## config.mk

```make
export PLATFORM = sky130hd
export DESIGN_NAME = fpalu_div_flat
export DESIGN_NICKNAME = d
export VERILOG_FILES = /design/src/rtl/fpalu_div_if.sv /design/src/rtl/fpalu_div.sv /design/src/flat_wrapper.sv
export SDC_FILE = /design/constraint.sdc
export NUM_CORES = 1
export LEC_CHECK = 0
export BUFFER_PORTS_ARGS = -buffer_cell sky130_fd_sc_hd__buf_2
export CAP_MARGIN = 10
export CORE_UTILIZATION = 59
export DETAILED_ROUTE_END_ITERATION = 10
export GPL_ROUTABILITY_DRIVEN = 0
export GPL_TIMING_DRIVEN = 0
export PLACE_DENSITY = 0.8
export SYNTH_ARGS = -nofsm -noshare
export SYNTH_HDL_FRONTEND = slang
export SYNTH_SLANG_ARGS = --single-unit
```

## constraint.sdc

```tcl
create_clock -name clock -period 3.9 [get_ports clock]
set_clock_uncertainty 0.1 [all_clocks]
set_input_delay 0.195 -clock clock [delete_from_list [all_inputs] [get_ports clock]]
set_output_delay 0.195 -clock clock [all_outputs]
set_load 0.01 [all_outputs]
```

## src/rtl/fpalu_div_if.sv

```systemverilog
// Handshake and data bundle for the single-precision divider.
// The master drives the request, the slave returns the quotient and status flags.
interface fpalu_div_if;
  logic        start;
  logic [31:0] a_input;
  logic [31:0] b_input;
  logic        busy;
  logic        done;
  logic [31:0] result;
  logic        overflow;
  logic        underflow;
  logic        div_by_zero;
  logic        invalid;

  modport master (
    output start, a_input, b_input,
    input  busy, done, result, overflow, underflow, div_by_zero, invalid
  );

  modport slave (
    input  start, a_input, b_input,
    output busy, done, result, overflow, underflow, div_by_zero, invalid
  );
endinterface

```

## src/rtl/fpalu_div.sv

```systemverilog
// Multi-cycle IEEE-754 single-precision divider using a restoring radix-2 datapath.
// Define FPALU_DIV_ROUND_EN for round-to-nearest-even; otherwise the quotient is truncated.
module fpalu_div (
  input  logic       clock,
  input  logic       reset,
  fpalu_div_if.slave bus
);

  typedef enum logic [2:0] {
    StIdle,
    StUnpack,
    StDivide,
    StNorm,
    StRound,
    StDone
  } state_e;

  state_e             state_q, state_d;
  logic [31:0]        a_q, a_d;
  logic [31:0]        b_q, b_d;
  logic               sign_q, sign_d;
  logic signed [9:0]  exp_q, exp_d;
  logic [24:0]        rem_q, rem_d;
  logic [25:0]        quo_q, quo_d;
  logic [4:0]         cnt_q, cnt_d;
  logic [23:0]        mant_q, mant_d;
  logic               guard_q, guard_d;
  logic               sticky_q, sticky_d;
  logic [31:0]        result_q, result_d;
  logic               ovf_q, ovf_d;
  logic               unf_q, unf_d;
  logic               dbz_q, dbz_d;
  logic               inv_q, inv_d;

  // Operand classification
  logic [7:0]  ea, eb;
  logic [22:0] fa, fb;
  logic        a_zero, b_zero, a_inf, b_inf, a_nan, b_nan;
  logic        is_special, sign_u;
  logic [31:0] spec_res;
  logic        spec_inv, spec_dbz;
  logic [23:0] ma, mb;
  logic signed [9:0] exp_unpack;

  assign ea     = a_q[30:23];
  assign eb     = b_q[30:23];
  assign fa     = a_q[22:0];
  assign fb     = b_q[22:0];
  assign sign_u = a_q[31] ^ b_q[31];
  assign a_zero = (ea == 8'd0);
  assign b_zero = (eb == 8'd0);
  assign a_inf  = (ea == 8'hFF) && (fa == 23'd0);
  assign b_inf  = (eb == 8'hFF) && (fb == 23'd0);
  assign a_nan  = (ea == 8'hFF) && (fa != 23'd0);
  assign b_nan  = (eb == 8'hFF) && (fb != 23'd0);
  assign ma     = {1'b1, fa};
  assign mb     = {1'b1, fb};
  assign is_special = a_zero | b_zero | a_inf | b_inf | a_nan | b_nan;
  assign exp_unpack = $signed({2'b00, ea}) - $signed({2'b00, eb}) + 10'sd127;

  always_comb begin
    spec_res = {sign_u, 31'd0};
    spec_inv = 1'b0;
    spec_dbz = 1'b0;
    if (a_nan || b_nan || (a_zero && b_zero) || (a_inf && b_inf)) begin
      spec_res = 32'h7FC0_0000;
      spec_inv = 1'b1;
    end else if (a_inf) begin
      spec_res = {sign_u, 8'hFF, 23'd0};
    end else if (b_zero) begin
      spec_res = {sign_u, 8'hFF, 23'd0};
      spec_dbz = 1'b1;
    end
  end

  // Restoring divide step
  logic        rem_ge;
  logic [24:0] rem_sub, rem_keep;

  assign rem_ge   = (rem_q >= {1'b0, mb});
  assign rem_sub  = rem_q - {1'b0, mb};
  assign rem_keep = rem_ge ? rem_sub : rem_q;

  // Rounding and final packing
  logic              round_inc;
  logic [24:0]       mant_sum;
  logic [23:0]       mant_rnd;
  logic signed [9:0] exp_rnd;

`ifdef FPALU_DIV_ROUND_EN
  assign round_inc = guard_q & (sticky_q | mant_q[0]);
`else
  logic unused_round_bits;
  assign unused_round_bits = guard_q ^ sticky_q;
  assign round_inc = 1'b0;
`endif

  assign mant_sum = {1'b0, mant_q} + {24'd0, round_inc};
  assign mant_rnd = mant_sum[24] ? 24'h80_0000 : mant_sum[23:0];
  assign exp_rnd  = mant_sum[24] ? (exp_q + 10'sd1) : exp_q;

  always_comb begin
    state_d  = state_q;
    a_d      = a_q;
    b_d      = b_q;
    sign_d   = sign_q;
    exp_d    = exp_q;
    rem_d    = rem_q;
    quo_d    = quo_q;
    cnt_d    = cnt_q;
    mant_d   = mant_q;
    guard_d  = guard_q;
    sticky_d = sticky_q;
    result_d = result_q;
    ovf_d    = ovf_q;
    unf_d    = unf_q;
    dbz_d    = dbz_q;
    inv_d    = inv_q;

    unique case (state_q)
      StIdle: begin
        if (bus.start) begin
          a_d     = bus.a_input;
          b_d     = bus.b_input;
          ovf_d   = 1'b0;
          unf_d   = 1'b0;
          dbz_d   = 1'b0;
          inv_d   = 1'b0;
          cnt_d   = 5'd0;
          state_d = StUnpack;
        end
      end
      StUnpack: begin
        if (is_special) begin
          // Specials dwell one extra cycle so their result lands after the second edge
          if (cnt_q == 5'd0) begin
            cnt_d = 5'd1;
          end else begin
            result_d = spec_res;
            inv_d    = spec_inv;
            dbz_d    = spec_dbz;
            cnt_d    = 5'd0;
            state_d  = StDone;
          end
        end else begin
          sign_d  = sign_u;
          exp_d   = exp_unpack;
          rem_d   = {1'b0, ma};
          quo_d   = 26'd0;
          cnt_d   = 5'd0;
          state_d = StDivide;
        end
      end
      StDivide: begin
        quo_d = {quo_q[24:0], rem_ge};
        rem_d = {rem_keep[23:0], 1'b0};
        if (cnt_q == 5'd25) begin
          cnt_d   = 5'd0;
          state_d = StNorm;
        end else begin
          cnt_d = cnt_q + 5'd1;
        end
      end
      StNorm: begin
        if (quo_q[25]) begin
          mant_d   = quo_q[25:2];
          guard_d  = quo_q[1];
          sticky_d = quo_q[0] | (rem_q != 25'd0);
        end else begin
          mant_d   = quo_q[24:1];
          guard_d  = quo_q[0];
          sticky_d = (rem_q != 25'd0);
          exp_d    = exp_q - 10'sd1;
        end
        state_d = StRound;
      end
      StRound: begin
        if (exp_rnd >= 10'sd255) begin
          result_d = {sign_q, 8'hFF, 23'd0};
          ovf_d    = 1'b1;
        end else if (exp_rnd <= 10'sd0) begin
          result_d = {sign_q, 31'd0};
          unf_d    = 1'b1;
        end else begin
          result_d = {sign_q, exp_rnd[7:0], mant_rnd[22:0]};
        end
        state_d = StDone;
      end
      StDone: begin
        cnt_d   = 5'd0;
        state_d = StIdle;
      end
      default: state_d = StIdle;
    endcase
  end

  always_ff @(posedge clock) begin
    if (reset) begin
      state_q  <= StIdle;
      a_q      <= 32'd0;
      b_q      <= 32'd0;
      sign_q   <= 1'b0;
      exp_q    <= 10'sd0;
      rem_q    <= 25'd0;
      quo_q    <= 26'd0;
      cnt_q    <= 5'd0;
      mant_q   <= 24'd0;
      guard_q  <= 1'b0;
      sticky_q <= 1'b0;
      result_q <= 32'd0;
      ovf_q    <= 1'b0;
      unf_q    <= 1'b0;
      dbz_q    <= 1'b0;
      inv_q    <= 1'b0;
    end else begin
      state_q  <= state_d;
      a_q      <= a_d;
      b_q      <= b_d;
      sign_q   <= sign_d;
      exp_q    <= exp_d;
      rem_q    <= rem_d;
      quo_q    <= quo_d;
      cnt_q    <= cnt_d;
      mant_q   <= mant_d;
      guard_q  <= guard_d;
      sticky_q <= sticky_d;
      result_q <= result_d;
      ovf_q    <= ovf_d;
      unf_q    <= unf_d;
      dbz_q    <= dbz_d;
      inv_q    <= inv_d;
    end
  end

  assign bus.busy        = (state_q != StIdle);
  assign bus.done        = (state_q == StDone);
  assign bus.result      = result_q;
  assign bus.overflow    = ovf_q;
  assign bus.underflow   = unf_q;
  assign bus.div_by_zero = dbz_q;
  assign bus.invalid     = inv_q;

endmodule

```

## src/flat_wrapper.sv

```systemverilog
// flat-port wrapper written by rule: the top's interface ports become plain ports
module fpalu_div_flat 
  (clock, reset, bus_start, bus_a_input, bus_b_input, bus_busy, bus_done, bus_result, bus_overflow, bus_underflow, bus_div_by_zero, bus_invalid);
  fpalu_div_if bus_i ();
  input  logic clock;
  input  logic reset;
  input wire logic [$bits(bus_i.start)-1:0] bus_start;
  input wire logic [$bits(bus_i.a_input)-1:0] bus_a_input;
  input wire logic [$bits(bus_i.b_input)-1:0] bus_b_input;
  output wire logic [$bits(bus_i.busy)-1:0] bus_busy;
  output wire logic [$bits(bus_i.done)-1:0] bus_done;
  output wire logic [$bits(bus_i.result)-1:0] bus_result;
  output wire logic [$bits(bus_i.overflow)-1:0] bus_overflow;
  output wire logic [$bits(bus_i.underflow)-1:0] bus_underflow;
  output wire logic [$bits(bus_i.div_by_zero)-1:0] bus_div_by_zero;
  output wire logic [$bits(bus_i.invalid)-1:0] bus_invalid;
  assign bus_i.start = bus_start;
  assign bus_i.a_input = bus_a_input;
  assign bus_i.b_input = bus_b_input;
  assign bus_busy = bus_i.busy;
  assign bus_done = bus_i.done;
  assign bus_result = bus_i.result;
  assign bus_overflow = bus_i.overflow;
  assign bus_underflow = bus_i.underflow;
  assign bus_div_by_zero = bus_i.div_by_zero;
  assign bus_invalid = bus_i.invalid;
  fpalu_div u_core (.clock(clock), .reset(reset), .bus(bus_i));
endmodule
```

* Word level (Yosys, flattened, before mapping)
Index checks and enable logic that the tools add are counted.
** Operators by class
- Add/subtract/negate cells :: 5
- Order comparisons :: 3
- Equal/unequal tests :: 18
- Muxes and demuxes :: 43
- Bitwise logic cells :: 7
- Reduce and logical (&&, ||, !) cells :: 34
** Operators with widths (number)
- $mux W31 :: 4
- $mux W32 :: 3
- $pmux W32 S2 :: 1
- $pmux W26 S2 :: 1
- $pmux W25 S2 :: 1
- $logic_not A23 Y1 :: 2
- $reduce_bool A23 Y1 :: 2
- $mux W26 :: 1
- $ge A25 B24 Y1 :: 1
- $mux W25 :: 1
- $mux W24 :: 1
- $sub A24 B24 Y24 :: 1
- $mux W23 :: 1
- $mux W10 :: 2
- $pmux W10 S2 :: 1
- $pmux W5 S4 :: 1
- $eq A8 B8 Y1 const B :: 2
- $logic_not A8 Y1 :: 2
- $pmux W3 S5 :: 1
- $mux W1 :: 14
- $mux W3 :: 4
- $reduce_and A3 Y1 :: 4
- $add A10 B8 Y10 const B :: 1
- $ge A10 B9 Y1 const B :: 1
- 25 further kinds :: 57
** Storage, ports and cells
- Register bits after elaboration :: 193
- Bits of input ports :: 67
- Output and inout port bits :: 38

* Longest topological paths before layout
Gate-level depths: netlist of run 1.
- Depth in word-level cells :: 9
- Gate-level depth with buffers :: 12
- Mapped depth without buffers :: 12

* Worst setup path before layout of run 1
OpenSTA, ideal clock, no wires.
- Path type :: register to register
- From :: reg u_core.b_q[1]
- To :: reg u_core.rem_q[23]
- Library setup time :: 136 ps
- Arrival :: 2450 ps
- Data required time :: 3664 ps
- Setup slack :: 1214 ps
- Cell stages (with the launch flop) :: 12
- Clock period less this slack :: 2686 ps
- Cell sequence :: dfxtp_1 -> inv_1 -> ha_1 -> nor2b_1 -> o31a_1 -> o31ai_4 -> a21oi_4 -> a31o_4 -> a41oi_4 -> buf_8 -> mux2i_1 -> a221oi_2
** Between the ends
- Longest elaborated chain between the ends :: 7
- Elaborated cells between the ends (all ways) :: 13
- Classes of those cells :: add/sub: 1; order compare: 1; eq/ne: 1; mux: 2; bitwise: 3; reduce/logical: 5
** RTL lines
- from (decl) :: line fpalu_div.sv:20 : logic [31:0] b_q, b_d;
- from (signal assigned) :: line fpalu_div.sv:201 : b_q <= 32'd0;
- from (signal assigned) :: line fpalu_div.sv:218 : b_q <= b_d;
- parallel branches: the longest is 7 deep, another holds $sub A24 B24 Y24
- to (signal assigned) :: line fpalu_div.sv:221 : rem_q <= rem_d;
- to (decl) :: line fpalu_div.sv:23 : logic [24:0] rem_q, rem_d;
Parallel ways; which one is timed is not known.
A chain may end at the register's enable or synchronous reset.

* Worst setup path in the final report of run 1
- From :: reg u_core.b_q[1]
- To :: reg u_core.rem_q[17]
Same word-level chain as after synthesis.

==> run_results.csv, run 1 <==
group,metric,value,unit
status,status,"finished, final reports clean",
setup_path,path_class,"reg2reg",
floorplan,fp.dieH,131,µm
global_route,grt_start_max_net_pins,21,
power,vdd_drop_max,0.429,mV
synthesis,synth.avg_cell_area,8.18,µm²
synthesis,ys_types,73,
sta,worst_pin_slew,0.718,ns
setup_path,ff2ff_path_depth,11,
power,seqPwrFrac,28.6,%
drt,drc,0,
drt,dr.pass1.iters,6,
floorplan,row_count,46,
synthesis,synth-seq-cells,193,
setup_path,endpoint,"u_core.rem_q[17]",
power,leakage,4.72,nW
setup_path,r2r_slack,0.73,ns
sta,slew_headroom,51.7,%
sta,fmax,0.315,GHz
drt,wire_per_inst,17.5,µm
sta,setup_ws,0.726,ns
place,dp.cells,1515,
setup_path,crit_required,4.13,ns
synthesis,synth_top_area_share,39.5,%
power,netSwitchingPower,4.18,mW
global_route,track_usage,33.7,%
final_layout,nets,1489,
drt,postRouteAntennaNets,0,
drt,finalWirelength,28.2,mm
setup_path,slowest_delay,0.46,ns
cts,cts_buffers,17,
setup_path,cp-startpoint,"u_core.b_q[1]",
final_layout,multi_input_area,5420,µm²
sta,finalMaxSlewViolations,0,
sta,finalCritPeriodShare,81.4,%
floorplan,die_area,17100,µm²
power,power.internal,5.22,mW
final_layout,drive_gt1_share,12.7,%
setup_path,crit_path_max_fanout,10,
cts,clockBufferDepth,2,
global_route,antenna_found_initial,0,
setup_path,end_kind,"flop",
cts,cts_tree,"yes",
synthesis,yosysSeqAreaShare,39.5,%
sta,setup_tns,0,ns
final_layout,antenna_cells,0,
sta,min_period,3.17,ns
global_route,grt_pass1_vias,8916,
cts,clk_pin_slew,0.08,ns
synthesis,synth_area_leaders,"dfxtp_1 40%, nand2_1 6.9%, a21oi_1 6.1%, mux2i_1 5.5%, nor2_1 5.1%",
synthesis,yosys_warnings,0,
power,p_clk_share,18.7,%
floorplan,start_util,60.9,%
setup_path,cp.arrival,3.40,ns
power,combPwrFrac,52.7,%
place,port_buffers,103,
sta,setup_viol,0,
setup_path,crit_path_start_kind,"flop",
synthesis,synth_most_common_cell,"dfxtp_1",
synthesis,synth_ff_type,"dfxtp_1",
floorplan,dieWidth,131,µm
drt,vias,9628,
place,place_ws,0.818,ns
cts,htreeDepth,4,
final_layout,seqCellArea,3860,µm²
final_layout,n_fill_cell,1169,
sta,rsz0062_at_grt,"no",
setup_path,r2r_start,"u_core.b_q[1]",
setup_path,r2r_end,"u_core.rem_q[17]",
cts,root_buffer,"clkbuf_16",
drt,viasPerCell,5.97,
power,power.density,796,nW/µm²
synthesis,synth_cells,1196,
synthesis,synthTopCellsByCount,"193 x dfxtp_1, 179 x nand2_1, 134 x nor2_1",
setup_path,slowest_stage,"dfxtp_1",
global_route,overflow,0,
final_layout,area_growth,20.8,%
sta,hold_viol_final,0,
cts,clk_latency,0.44,ns
global_route,grt_pass1_wl,44.3,mm
place,dp_hpwl,19.0,mm
synthesis,synth_top_cell_by_area,"dfxtp_1",
synthesis,async_flop_share,0,%
synthesis,synth_fp_nets,1302,
final_layout,instances_no_fill,1612,
synthesis,synth_area,9780,µm²
power,swShare,44.5,%
worst_hold_path,hold_path.class,"in2reg",
setup_path,crit_chain,"inv_1 > ha_1 > nor2b_1 > o31a_1 > o31ai_4 > a21oi_4 > a31o_4 > a41oi_4 > buf_6 > mux2i_1 > o22ai_1",
synthesis,synth-edff-count,0,
cts,cts_sinks,193,
drt,drt_iter0_markers,896,
flow_run,cap_violations,0,
floorplan,core,16100,µm²
floorplan,pin_count,105,
## layout by cell type, fill, tap and decap left out, types with 6 or more instances in the layout
cell	n
nor4_1	15
xnor2_1	19
a22oi_1	49
a21o_1	7
xor2_1	13
clkbuf_16	17
mux2i_1	54
a21oi_1	120
mux2_2	11
o21a_1	9
dlygate4sd3_1	64
clkbuf_1	50
or2_2	8
o21ai_0	37
o211ai_1	8
buf_2	110
inv_1	51
nand2b_1	8
nor3_1	21
o21bai_1	6
ha_1	37
nor2b_1	7
dfxtp_1	193
nand2_1	179
a211oi_1	34
nand4_1	15
nor2_1	134
buf_1	11
and2_1	8
nand3_1	9
## state kept, by name, summed over array words and instances (netlist names)
| register | cells |
|---|---|
| u_core.mant_q | 23 |
| u_core.bus.div_by_zero | 1 |
| u_core.quo_q | 26 |
| u_core.bus.underflow | 1 |
| u_core.bus.overflow | 1 |
| u_core.cnt_q | 5 |
| u_core.state_q | 3 |
| u_core.sign_q | 1 |
| u_core.a_q | 32 |
| u_core.bus.invalid | 1 |
| u_core.b_q | 32 |
| u_core.exp_q | 10 |
| u_core.bus.result | 32 |
| u_core.rem_q | 25 |
## worst min-delay path by stage
| stage | startpoint | endpoint | slack, ns | cells past startpoint |
|---|---|---|---|---|
| final | bus_start | u_core.state_q[0] | 0.1 | 3 |
| after global routing | bus_start | u_core.state_q[0] | 0.11 | 3 |
| after CTS | bus_start | u_core.state_q[0] | 0.09 | 3 |
| after detailed placement | bus_b_input[24] | u_core.b_q[24] | 0.34 | 3 |
| after global placement | bus_b_input[24] | u_core.b_q[24] | 0.34 | 3 |
| after floorplan | bus_a_input[10] | u_core.a_q[10] | 0.23 | 2 |
## repair_timing
item	4_1_cts	5_1_grt
hold buffers	64	0
endpoints found under the hold margin	64	0
resized for setup	0	0
setup buffers	0	0
## cell type report
cell class,instances,area share [%]
Inverter,51,1.62
Sequential cell,193,32.7
Timing Repair Buffer,168,9.83
Tap cell,216,2.29
Clock buffer,18,3.72
Multi-Input combinational cell,881,45.9
Clock inverter,14,1.38
Buffer,71,2.54
## layer usage
layer / track usage [%] / share of wire [%] / wire length (µm) / vias to the layer above
met4: 12.4 / 2.8 / 794 / 0
met3: 6.51 / 7.9 / 2230 / 87
met1: 44.9 / 44 / 12300 / 4524
met2: 54.2 / 46 / 12800 / 419
met5: 0 / 0 / 0 / -
li1: - / - / - / 4598
## cell families (layout without fill, tap and decap cells)
group	after synthesis	in the layout	synth area share, %
compound gates	319	319	21.5
xor+xnor	32	32	2.87
fa+ha+maj	39	39	5.14
buf+inv	122	322	5.03
flops	193	193	39.5
mux	65	65	6.79
simple gates	426	426	19.2
## stage by stage
| step | power, mW | util (%) | cell area (µm²) | hold slack (ns) |
|---|---|---|---|---|
| after floorplan | 6.36 | - | 9780 | 0.231 |
| after global placement | 7.35 | 65.8 | 10600 | 0.337 |
| after detailed placement | 7.44 | 65.8 | 10600 | 0.342 |
| after CTS | 9.27 | 73.5 | 11800 | 0.0886 |
| after global routing | 10.0 | 73.6 | 11800 | 0.105 |
| final | 9.40 | 73.6 | 11800 | 0.0959 |
## critical path: cells and delay by family (launching register included)
kind / cells / cell delay (ns)
AO/OA/AOI/OAI: 6 / 1.45
adder cells (fa/ha/maj): 1 / 0.30
buffers and inverters: 2 / 0.35
flip-flops: 1 / 0.46
multiplexers: 1 / 0.25
AND/OR/NAND/NOR: 1 / 0.14
## power by group through the flow
stage | clock [mW] | combinational (mW) | sequential, mW
final | 1.76 | 4.96 | 2.69
after floorplan | 0 | 3.75 | 2.61
after global routing | 1.84 | 5.44 | 2.72
after global placement | 0 | 4.65 | 2.69
after CTS | 1.76 | 4.84 | 2.66
after detailed placement | 0 | 4.74 | 2.70
Power figures use the tool's default switching activity.
==> run 2: changes to the inputs <==
clock period = 2.99 ns   (was 3.9 ns; I/O delays follow)
==> run 2 against run 1 <==
First-iteration DRC count rose by 2.5%. Global-route usage barely moved. Sequential power rose by 30%. Maximum frequency rose by 6.3%. Wire length rose by 3.0%. Count of clock-buffer cells in the layout did not move. Clock power rose by 31%. Critical endpoint unchanged. Largest cell class unchanged. Largest power group unchanged.
==> run_results.csv, run 2 (synthesis results as in run 1) <==
group,metric,value,unit
sta,rsz0062_at_grt,"yes",
floorplan,row_count,46,
cts,cts_tree,"yes",
setup_path,cp-startpoint,"u_core.b_q[1]",
floorplan,start_util,60.9,%
drt,wire_per_inst,17.9,µm
setup_path,cp.arrival,3.22,ns
setup_path,r2r_start,"u_core.b_q[1]",
cts,root_buffer,"clkbuf_16",
floorplan,dieWidth,131,µm
setup_path,crit_path_start_kind,"flop",
drt,drt_iter0_markers,918,
final_layout,layout_commonest_cell,"dfxtp_1",
drt,vias,9694,
worst_hold_path,hp-start,"bus_start",
power,vdd_drop_max,0.570,mV
flow_run,cap_violations,0,
final_layout,n_fill_cell,1131,
drt,drc,0,
sta,fmax,0.335,GHz
setup_path,crit_path_max_fanout,6,
global_route,overflow,0,
cts,clockBufferDepth,2,
sta,finalCritPeriodShare,99.9,%
drt,dr.pass1.iters,5,
setup_path,end_kind,"flop",
global_route,grt_pass1_wl,44.3,mm
cts,cts_buffers,17,
setup_path,crit_required,3.22,ns
sta,worst_pin_slew,0.728,ns
final_layout,drive_gt1_share,15.0,%
floorplan,fp.dieH,131,µm
status,status,"finished, final reports clean",
final_layout,nets,1501,
drt,postRouteAntennaNets,0,
setup_path,path_class,"reg2reg",
floorplan,pin_count,105,
global_route,grt_pass1_vias,8882,
final_layout,seqCellArea,3870,µm²
sta,hold_viol_final,0,
drt,viasPerCell,5.97,
global_route,antenna_found_initial,0,
power,leakage,4.80,nW
sta,min_period,2.99,ns
sta,setup_ws,0.00360,ns
final_layout,layout_common_cells,"188 x dfxtp_1, 179 x nand2_1, 131 x nor2_1, 119 x a21oi_1, 110 x buf_2",
cts,clk_latency,0.45,ns
sta,whs,0.0545,ns
cts,clk_pin_slew,0.08,ns
floorplan,die_area,17100,µm²
global_route,grt_start_max_net_pins,21,
final_layout,antenna_cells,0,
floorplan,core,16100,µm²
drt,finalWirelength,29.0,mm
final_layout,multi_input_area,5500,µm²
sta,slew_headroom,51.0,%
place,place_ws,-0.0917,ns
place,port_buffers,103,
global_route,track_usage,33.7,%
worst_hold_path,hold_path.class,"in2reg",
place,dp_hpwl,19.0,mm
power,power.density,1060,nW/µm²
sta,finalMaxSlewViolations,0,
final_layout,area_growth,23.1,%
cts,htreeDepth,4,
sta,setup_viol,0,
cts,cts_sinks,193,
-- run 2: cell types whose count changed in the layout (fill, tap and decap cells not counted), moves of 2 or more --
cell / previous run / this run
mux2i_1: 54 / 52
nor2_1: 134 / 131
ha_2: 0 / 4
ha_4: 0 / 2
buf_4: 2 / 12
nor2_2: 0 / 3
dfxtp_1: 193 / 188
mux2i_2: 0 / 2
ha_1: 37 / 31
dfxtp_2: 0 / 4
clkbuf_16: 17 / 19
-- run 2: path summary, 6_finish.rpt --
kind                                     endpoint  slack, ns  cells after the start
worst max-delay path             u_core.rem_q[17]      0.004                     12
worst min-delay path            u_core.state_q[0]       0.05                      3
worst max register to register   u_core.rem_q[17]      0.004                     12
worst min register to register     u_core.a_q[31]       0.37                      2
-- run 2: cell type report --
class                      count  share of cell area, %
clock inverter                14                   1.35
multi-input combinational    881                   45.7
buffer                        70                   2.49
timing repair buffer         181                   10.8
sequential                   193                   32.2
inverter                      51                   1.59
tap                          216                   2.24
clock buffer                  18                   3.65
-- run 2: critical path, cell delays in order (launching register included) --
cell     delay (ns)
dfxtp_4        0.37
inv_1          0.12
ha_4           0.22
nor2b_1        0.13
o31a_1         0.33
o31ai_4        0.30
a21oi_4        0.14
a31o_4         0.26
a41oi_4        0.26
buf_12         0.17
buf_8          0.14
mux2i_1        0.23
o22ai_1        0.10
-- run 2: metrics by stage --
| stage | cells | area [µm²] | total power [mW] | setup TNS [ns] | utilization (%) |
|---|---|---|---|---|---|
| CTS | 1612 | 11800 | 12.1 | 0 | 73.6 |
| global route | 1624 | 12000 | 13.6 | -0.713 | 75.0 |
| floorplan | 1196 | 9780 | 8.29 | 0 | - |
| global placement | 1515 | 10600 | 9.59 | -0.0948 | 65.8 |
| finish | 1624 | 12000 | 12.8 | 0 | 75.0 |
| detailed placement | 1515 | 10600 | 9.71 | -0.398 | 65.8 |
-- run 2: metal layers --
layer,wire (µm),vias to the layer above,global-route usage [%]
met4,856,0,11.8
met2,13300,443,54.5
li1,-,4627,-
met1,12500,4534,45.0
met3,2340,90,6.35
met5,0,-,0
-- run 2: report_power, final --
| part | internal, mW | switching (mW) |
|---|---|---|
| sequential | 3.05 | 0.466 |
| clock | 1.15 | 1.16 |
| combinational | 2.94 | 4.02 |
| total | 7.13 | 5.65 |
-- run 2: repair_timing --
item / CTS / global route
setup buffers: 1 / 10
setup endpoints to repair: 17 / 44
pin swaps: 1 / 11
gates cloned: 0 / 2
hold endpoints to repair: 64 / 0
resized for setup: 1 / 24
hold buffers: 64 / 0
==> run 3: changes to the inputs <==
GPL_TIMING_DRIVEN = 1   (was 0)
==> run 3 against run 2 <==
Hold slack gained 0.32 ns. Non-clock buffer count shrank 38. Final cell count is 2.4% lower. Clock power shrank 2%. Maximum frequency grew 2.8%. Core utilization down 0.71 points. Sequential power hardly changed. Global-route usage down 2.0 points. Critical path type unchanged. Count of clock-buffer cells in the layout did not move. Final area shrank 0.95%. Register-to-register slack better by 0.08 ns.
==> run_results.csv, run 3 (synthesis results as in run 1) <==
group,metric,value,unit
final_layout,final_area,11900,µm²
global_route,grt_pass1_wl,42.6,mm
floorplan,pin_count,105,
sta,fmax,0.344,GHz
sta,setup_viol,0,
power,combPwrFrac,53.5,%
setup_path,crit_chain,"inv_1 > ha_1 > nand4_1 > nor2_1 > o31ai_4 > a21oi_4 > a31o_4 > a41oi_4 > buf_4 > or4_1 > o211ai_1",
status,status,"finished, final reports clean",
final_layout,drive_gt1_share,15.7,%
sta,min_period,2.90,ns
setup_path,path_buf_inv,2,
drt,drc,0,
setup_path,slowest_delay,0.41,ns
final_layout,layout_common_cells,"191 x dfxtp_1, 178 x nand2_1, 134 x nor2_1, 118 x a21oi_1, 103 x buf_2",
setup_path,cp-startpoint,"u_core.b_q[8]",
drt,wire_per_inst,16.9,µm
power,vdd_drop_max,0.650,mV
setup_path,worst-path-stages,11,
setup_path,r2r_slack,0.09,ns
final_layout,area_growth,22.0,%
floorplan,core,16100,µm²
setup_path,crit_path_max_fanout,7,
sta,finalCritPeriodShare,97.1,%
drt,finalWirelength,26.7,mm
global_route,grt_start_max_net_pins,82,
power,p_clk_share,18.2,%
cts,htreeDepth,4,
setup_path,slowest_stage,"or4_1",
drt,vias,9364,
cts,cts_sinks,193,
place,place_ws,0.0711,ns
drt,dr.pass1.iters,5,
global_route,overflow,0,
sta,whs,0.373,ns
flow_run,cap_violations,0,
floorplan,dieWidth,131,µm
global_route,antenna_found_initial,0,
final_layout,antenna_cells,0,
setup_path,r2r_end,"u_core.rem_q[1]",
sta,worst_pin_slew,0.871,ns
sta,hold_viol_final,0,
sta,setup_ws,0.0859,ns
setup_path,crit_required,3.25,ns
setup_path,endpoint,"u_core.rem_q[1]",
power,leakage,4.86,nW
cts,cts_tree,"yes",
global_route,track_usage,31.7,%
drt,postRouteAntennaNets,0,
cts,clockBufferDepth,2,
setup_path,cp.arrival,3.16,ns
power,swShare,43.7,%
power,power.density,1050,nW/µm²
drt,drt_iter0_markers,855,
setup_path,cp_top_family,"compound AO/OA/AOI/OAI gates",
sta,slew_headroom,42.0,%
power,seqPwrFrac,28.3,%
floorplan,start_util,60.9,%
place,dp_hpwl,16.7,mm
sta,setup_tns,0,ns
final_layout,nets,1463,
sta,finalMaxSlewViolations,0,
worst_hold_path,hold_path.class,"reg2reg",
setup_path,ff2ff_path_depth,11,
place,place_area,10500,µm²
global_route,grt_pass1_vias,8786,
setup_path,path_class,"reg2reg",
cts,cts_buffers,17,
cts,root_buffer,"clkbuf_16",
cts,clk_latency,0.44,ns
drt,viasPerCell,5.91,
floorplan,row_count,46,
setup_path,crit_path_start_kind,"flop",
floorplan,die_area,17100,µm²
setup_path,r2r_start,"u_core.b_q[8]",
power,power.internal,7.05,mW
place,port_buffers,104,
place,dp.cells,1474,
floorplan,fp.dieH,131,µm
final_layout,layout_commonest_cell,"dfxtp_1",
setup_path,end_kind,"flop",
power,netSwitchingPower,5.47,mW
final_layout,instances_no_fill,1585,
cts,clk_pin_slew,0.07,ns
run 3: per-stage QoR:
stage | power (mW) | utilization (%)
finish | 12.5 | 74.3
floorplan | 8.29 | -
global placement | 9.64 | 65.6
CTS | 12.2 | 73.8
detailed placement | 9.77 | 65.6
global route | 13.3 | 74.3
run 3: routing by layer:
| layer | up-vias | GRT usage (%) | routed length [µm] |
|---|---|---|---|
| met1 | 4425 | 41.4 | 11800 |
| met3 | 64 | 7.17 | 1830 |
| met2 | 321 | 51.8 | 12500 |
| met5 | - | 0 | 0 |
| li1 | 4554 | - | - |
| met4 | 0 | 10.5 | 587 |
run 3: power groups by stage:
stage	registers [mW]	logic, mW	clock network [mW]
final	3.54	6.70	2.27
after global routing	3.59	7.32	2.39
after CTS	3.51	6.37	2.28
after detailed placement	3.57	6.20	0
after global placement	3.55	6.09	0
after floorplan	3.40	4.89	0
run 3: tightest hold or removal path, delay by kind of cell (launching register included):
family,cells,cell delay [ns]
AOI/OAI and AO/OA,1,0.05
DFF,1,0.32
and+or+nand+nor,1,0.05
run 3: worst min-delay path by stage:
stage / startpoint / endpoint / slack, ns / depth (start not counted)
floorplan: bus_a_input[10] / u_core.a_q[10] / 0.19 / 2
global placement: bus_a_input[10] / u_core.a_q[10] / 0.29 / 3
detailed placement: bus_a_input[22] / u_core.a_q[22] / 0.30 / 3
CTS: u_core.b_q[6] / u_core.b_q[6] / 0.37 / 2
global route: u_core.b_q[6] / u_core.b_q[6] / 0.39 / 2
finish: u_core.a_q[8] / u_core.a_q[8] / 0.37 / 2
run 3: area by class of cell:
cell class                      count  area, µm²
Inverter                           51        191
Tap cell                          216        270
Multi-Input combinational cell    881       5470
Clock buffer                       18        429
Sequential cell                   193       3870
Fill cell                        1159       4130
Timing Repair Buffer              213       1560
Clock inverter                     13        139
run 3: repair_timing:
item	4_1_cts	5_1_grt
endpoints found under the setup margin	0	21
endpoints found under the hold margin	75	0
buffers inserted	0	6
hold buffers	74	0
gates resized for setup	0	12
